==> config.mk <==
export PLATFORM = sky130hd
export DESIGN_NAME = elevator_call_panel
export DESIGN_NICKNAME = d
export VERILOG_FILES = /design/src/rtl/elevator_call_panel.sv
export SDC_FILE = /design/constraint.sdc
export NUM_CORES = 1
export LEC_CHECK = 0
export ABC_AREA = 1
export CAP_MARGIN = 10
export CELL_PAD_IN_SITES_DETAIL_PLACEMENT = 0
export CELL_PAD_IN_SITES_GLOBAL_PLACEMENT = 2
export CORE_ASPECT_RATIO = 1.2
export CORE_MARGIN = 4
export CORE_UTILIZATION = 28
export CTS_BUF_LIST = sky130_fd_sc_hd__clkbuf_4
export DETAILED_ROUTE_END_ITERATION = 16
export PLACE_DENSITY = 0.74
export SYNTH_ARGS = -nofsm -noshare
export SYNTH_HDL_FRONTEND = slang
export SYNTH_SLANG_ARGS = --single-unit
==> constraint.sdc <==
create_clock -name clk -period 1.3 [get_ports clk]
set_input_delay 0.195 -clock clk [delete_from_list [all_inputs] [get_ports clk]]
set_output_delay 0.195 -clock clk [all_outputs]
set_load 0.02 [all_outputs]
==> src/rtl/elevator_call_panel.sv <==
// Elevator call panel: latches floor-call buttons and issues one target floor
// at a time to the elevator controller. Targets follow SCAN order, so the car
// keeps its direction while calls remain ahead of it. A call is cleared when the
// car stands at its floor. A watchdog raises a sticky fault if the car never arrives.
module elevator_call_panel #(
    parameter  int FLOOR_W    = 2,
    localparam int NUM_FLOORS = 2**FLOOR_W - 1,
    parameter  int TIMEOUT    = 64
) (
    input  logic                  clk,
    input  logic                  reset_n,
    input  logic [NUM_FLOORS-1:0] btn,
    input  logic [FLOOR_W-1:0]    floor,
    input  logic                  moving,
    output logic [FLOOR_W-1:0]    request,
    output logic [NUM_FLOORS-1:0] pending,
    output logic                  served,
    output logic                  fault
);

    localparam int TMR_W = $clog2(TIMEOUT + 1);

    typedef enum logic [1:0] {S_IDLE, S_BUSY, S_GAP} state_t;

    // One-hot call mask for a floor code; code 0 (below floor 1) maps to no bit.
    function automatic logic [NUM_FLOORS-1:0] code_mask(input logic [FLOOR_W-1:0] code);
        logic [NUM_FLOORS-1:0] m;
        m = '0;
        for (int f = 1; f <= NUM_FLOORS; f++) begin
            if (code == f[FLOOR_W-1:0]) m[f-1] = 1'b1;
        end
        return m;
    endfunction

    state_t                r_state, w_state_nxt;
    logic                  r_dir_up, w_dir_up_nxt;
    logic [FLOOR_W-1:0]    r_request, w_request_nxt;
    logic [NUM_FLOORS-1:0] r_pending, w_pending_nxt;
    logic                  r_served, w_served_nxt;
    logic                  r_fault, w_fault_nxt;
    logic [TMR_W-1:0]      r_timer, w_timer_nxt;

    logic [NUM_FLOORS-1:0] w_floor_mask;
    logic [NUM_FLOORS-1:0] w_target_mask;
    logic [NUM_FLOORS-1:0] w_set;
    logic [NUM_FLOORS-1:0] w_clear;
    logic [FLOOR_W-1:0]    w_up_tgt;
    logic [FLOOR_W-1:0]    w_dn_tgt;
    logic                  w_here_pend;
    logic                  w_search_up;

    assign w_floor_mask  = code_mask(floor);
    assign w_target_mask = code_mask(r_request);
    assign w_here_pend   = |(r_pending & w_floor_mask);
    // A car reported at code 0 sits below floor 1, so the only useful direction is up.
    assign w_search_up   = (floor == '0) ? 1'b1 : r_dir_up;

    // Find the nearest pending floor above and below the car; 0 means none.
    always_comb begin
        // NOTE: every combinational output gets a default first, so no path leaves it unassigned and infers a latch.
        w_up_tgt = '0;
        w_dn_tgt = '0;
        for (int f = NUM_FLOORS; f >= 1; f--) begin
            if (r_pending[f-1] && (f[FLOOR_W-1:0] > floor)) w_up_tgt = f[FLOOR_W-1:0];
        end
        for (int f = 1; f <= NUM_FLOORS; f++) begin
            if (r_pending[f-1] && (f[FLOOR_W-1:0] < floor)) w_dn_tgt = f[FLOOR_W-1:0];
        end
    end

    // Next-state, target selection, call set/clear and watchdog.
    always_comb begin
        w_state_nxt   = r_state;
        w_dir_up_nxt  = r_dir_up;
        w_request_nxt = r_request;
        w_fault_nxt   = r_fault;
        w_timer_nxt   = '0;
        w_served_nxt  = 1'b0;
        w_set         = btn;
        w_clear       = '0;

        // A press for the floor the idle car already stands at is answered at once.
        if ((r_state == S_IDLE) && !moving && |(btn & w_floor_mask)) begin
            w_set        = btn & ~w_floor_mask;
            w_served_nxt = 1'b1;
        end

        case (r_state)
            S_IDLE: begin
                if (|r_pending) begin
                    w_dir_up_nxt = w_search_up;
                    if (w_here_pend && !moving) begin
                        w_clear      = w_floor_mask;
                        w_served_nxt = 1'b1;
                    end else if (w_here_pend) begin
                        // Still rolling through a pending floor: target it and let arrival/watchdog decide.
                        w_request_nxt = floor;
                        w_state_nxt   = S_BUSY;
                    end else begin
                        w_state_nxt = S_BUSY;
                        if (w_search_up) begin
                            if (w_up_tgt != '0) begin
                                w_request_nxt = w_up_tgt;
                            end else begin
                                w_request_nxt = w_dn_tgt;
                                w_dir_up_nxt  = 1'b0;
                            end
                        end else begin
                            if (w_dn_tgt != '0) begin
                                w_request_nxt = w_dn_tgt;
                            end else begin
                                w_request_nxt = w_up_tgt;
                                w_dir_up_nxt  = 1'b1;
                            end
                        end
                    end
                end
            end
            S_BUSY: begin
                if ((floor == r_request) && !moving) begin
                    w_clear       = w_target_mask;
                    w_served_nxt  = 1'b1;
                    w_request_nxt = '0;
                    w_state_nxt   = S_GAP;
                end else if (r_timer == TMR_W'(TIMEOUT - 1)) begin
                    // Give up on this trip but keep the call so the next selection retries it.
                    w_fault_nxt   = 1'b1;
                    w_request_nxt = '0;
                    w_state_nxt   = S_IDLE;
                end else begin
                    w_timer_nxt = r_timer + 1'b1;
                end
            end
            S_GAP: begin
                w_state_nxt = S_IDLE;
            end
            default: begin
                w_state_nxt   = S_IDLE;
                w_request_nxt = '0;
            end
        endcase

        // Clear is applied after set so a re-press on the arrival edge does not survive.
        w_pending_nxt = (r_pending | w_set) & ~w_clear;
    end

    // State and output registers; reset drops the request immediately.
    always_ff @(posedge clk or negedge reset_n) begin
        if (!reset_n) begin
            r_state   <= S_IDLE;
            r_dir_up  <= 1'b1;
            r_request <= '0;
            r_pending <= '0;
            r_served  <= 1'b0;
            r_fault   <= 1'b0;
            r_timer   <= '0;
        end else begin
            // NOTE: non-blocking assignments so every register samples the pre-edge values together.
            r_state   <= w_state_nxt;
            r_dir_up  <= w_dir_up_nxt;
            r_request <= w_request_nxt;
            r_pending <= w_pending_nxt;
            r_served  <= w_served_nxt;
            r_fault   <= w_fault_nxt;
            r_timer   <= w_timer_nxt;
        end
    end

    assign request = r_request;
    assign pending = r_pending;
    assign served  = r_served;
    assign fault   = r_fault;

endmodule

==> metrics.md <==
| Metric | Value |
|---|---|
| Cell taking the most area after synthesis | dfrtp_1 |
| Minimum clock period | 1310 ps |
| Worst slew pin tran | 330 ps |
| Clk sinks | 17 |
| # rows | 23 |
| Tot GR Track Use | 13.7% |
| Worst Path Required | 1480 ps |
| RSZ-0062 raised after global routing | true |
| Routed WL | 2860 um |
| Number of synthesized flops with an enable pin | 0 |
| Max incr delay on CP | 430 ps |
| Clock buffer depth | 2 |
| Initial antenna violation count | 0 |
| Family with the most delay on the worst path | flip-flops |
| Crit-path cells | inv_2 -> a21oi_2 -> nand3_4 -> nand3_4 -> nand2_2 -> o21ai_1 -> nand2_1 |
| Die height | 74.5 um |
| Net Count, Synth | 151 |
| CP arrival | 1490 ps |
| Largest net degree at the start of global routing | 18 |
| YS warnings | 0 |
| Worst-path fanout max | 6 |
| # setup viols final | 2 |
| Area growth, synth to finish | 53.9% |
| Die width | 63.4 um |
| Number of max-cap violations | 0 |
| Setup tns final | -7.75 ps |
| Drt pass-1 iters | 4 |
| Grt ovf | 0 |
| Final #Nets | 204 |
| Failing checks | negative setup slack |
| Top-count cell post-synth | nand2_1 |
| Flop pwr share | 32.5% |
| Max-slew violation count | 0 |
| Root buffer cell | clkbuf_4 |
| Fraction of layout cells with a size suffix above 1 | 39.2% |
| Num ports | 15 |
| FFs w/ async S/R, synth | 100% |
| Final worst path period share | 101% |
| Internal | 1.43 mW |
| Vias per cell | 4.65 |
| Top-area cell type share of the netlist area | 38.8% |
| Crit path max-delay cell type | dfrtp_2 |
| Pleak | 0.809 nW |
| Die area | 0.00473 mm^2 |
| Netlist cell types | 25 |
| Fmax | 765 MHz |
| First DRT Iteration DRCs | 12 |
| Antenna fix cells | 0 |
| Top cells by area, synth | dfrtp_1, nand2_1, nor2_1 |
| Peak supply drop | 0.441 mV |
| DRC Markers | 0 |
| Routed Antenna Nets | 0 |
| Switching share of power | 39.6% |
| Part of the Yosys area used for sequential elements | 41.3% |
| Status | finished, violations left |
| Power per Cell Area | 1490 mW/mm^2 |
| CP Capture Type | flip-flop |
| Final RePlAce weighted congestion | 0.822 |
| Final WS setup | -7.48 ps |
| CTS H-tree depth | 1 |
| First-pass GRT wire length | 5020 um |
| Initial core utilization | 29.9% |
| Clk_lat worst skew | 290 ps |
| Commonest cells in the netlist | nand2_1, nor2_1, inv_1 |
| Worst-path clk slew | 100 ps |
| Setup WS pre-CTS | -476 ps |
| Mapped Area | 0.00103 mm^2 |
| Clock network fraction of design power | 13.1% |
| Hold_buf cts | 0 |
| Tightest Hold Check Type | primary input to async pin |
| Clock skew | 4.53 ps |
| Crit path buf inv count | 1 |
| Psw | 0.936 mW |
| Slew HR | 78.0% |
| CORE AREA | 0.00345 mm^2 |
| CTS tree | built |
| DR vias | 1075 |
| Port buffer count | 14 |
| Vias in the first global route | 1136 |
| Synth Register Bits | 17 |
| Most used cell, CP | nand3_4 |
| Setup CP Type | flip-flop to flip-flop |
| Routed len/inst | 12.4 um |
| HPWL Detailed | 2220 um |
| Synth Instances | 142 |
| Fill count | 365 |
| Synth Area per Inst | 7.27 um^2 |
| CTS Buf Count | 3 |
| Gate power share | 54.4% |
| Crit start category | flip-flop |
| Top FF cell, synth | dfrtp_1 |
| Endpoints failing hold | 0 |
metal layers:
| metal | wire (um) | track usage, % | part of all wire (%) | up-vias |
|---|---|---|---|---|
| met5 | 0 | 0 | 0 | - |
| met2 | 1480 | 24.6 | 52 | 16 |
| met4 | 71 | 7.91 | 2.5 | 0 |
| li1 | - | - | - | 560 |
| met1 | 1250 | 16.0 | 44 | 493 |
| met3 | 55 | 1.36 | 1.9 | 6 |
worst register-to-register path, cell delays in order, from the launching register on:
cell and delay (ps):
dfrtp_2 430, inv_2 60, a21oi_2 180, nand3_4 140, nand3_4 130, nand2_2 80
o21ai_1 120, nand2_1 70
power by group through the flow:
stage               registers (mW)  logic [mW]  clock network, mW
floorplan                    0.819       0.515                  0
global placement             0.767        1.14                  0
detailed placement           0.769        1.14                  0
CTS                          0.762        1.22              0.324
global route                 0.787        1.45              0.352
finish                       0.769        1.29              0.309
repair_timing:
item | 4_1_cts | 5_1_grt
setup buffers | 3 | 2
hold endpoints to repair | 0 | 0
endpoints found under the setup margin | 20 | 19
pin swaps | 4 | 6
gates resized for setup | 25 | 21
gates cloned | 0 | 0
layout make-up:
type,instances,area [um^2],area share [%]
clock buffers,4,30.0,1.89
flip-flops and latches,17,432,27.2
inverters,20,76.3,4.80
well taps,37,46.3,2.91
repair buffers,49,393,24.7
multi-input cells,104,612,38.5
cells in the final DEF, fill, tap and decap left out:
cell and instances:
ha_2 1, clkdlybuf4s15_1 2, a21oi_1 7, buf_4 35
inv_2 2, nor2_2 3, o211ai_1 1, o21ai_2 3
nor2_4 2, nor2_1 15, inv_1 17, clkbuf_2 1
nand3_1 10, dfstp_2 1, clkdlybuf4s50_1 5, dfrtp_1 12
nand3_4 3, a21boi_2 1, nor3b_1 1, nand2_1 33
o21bai_1 1, nor3b_2 2, clkbuf_4 4, dfrtp_2 4
o21ai_1 4, nand4_1 1, o21ai_0 2, clkinv_2 1
dlygate4sd2_1 5, xor2_1 1, nand2_2 4, a21oi_2 1
nor3_1 1, clkdlybuf4s15_2 1, nand3_2 6, a31o_2 1
cell families after synthesis:
| family | synth area share, % |
|---|---|
| compound gates | 11.3 |
| buf+inv | 8.00 |
| xor+xnor | 0.849 |
| simple gates | 37.3 |
| flops | 41.3 |
| fa+ha+maj | 1.21 |
per-stage QoR:
step | std cells | hold WS [ps] | cell area (um^2) | utilization (%) | power, mW
after global placement | 222 | 449 | 1440 | 41.7 | 1.91
after floorplan | 142 | -101 | 1030 | - | 1.33
after detailed placement | 222 | 456 | 1440 | 41.7 | 1.91
after global routing | 231 | 227 | 1590 | 46.0 | 2.59
final | 231 | 223 | 1590 | 46.0 | 2.37
after CTS | 229 | 220 | 1530 | 44.2 | 2.31
worst paths after layout:
kind | startpoint | end | slack, ps | cells after the start
max | request[0] | request[1] | -7 | 7
min | reset_n | r_timer[3] | 220 | 2
max reg2reg | request[0] | request[1] | -7 | 7
min reg2reg | fault | fault | 470 | 1
max in group asynchronous | reset_n | r_dir_up | 810 | 2
min in group clk | fault | fault | 470 | 1
sequential cells by signal (all words and copies together) (netlist names):
register,cells
r_timer,7
pending,3
r_state,2
request,2
fault,1
r_dir_up,1
served,1
Power figures use the tool's default switching activity.
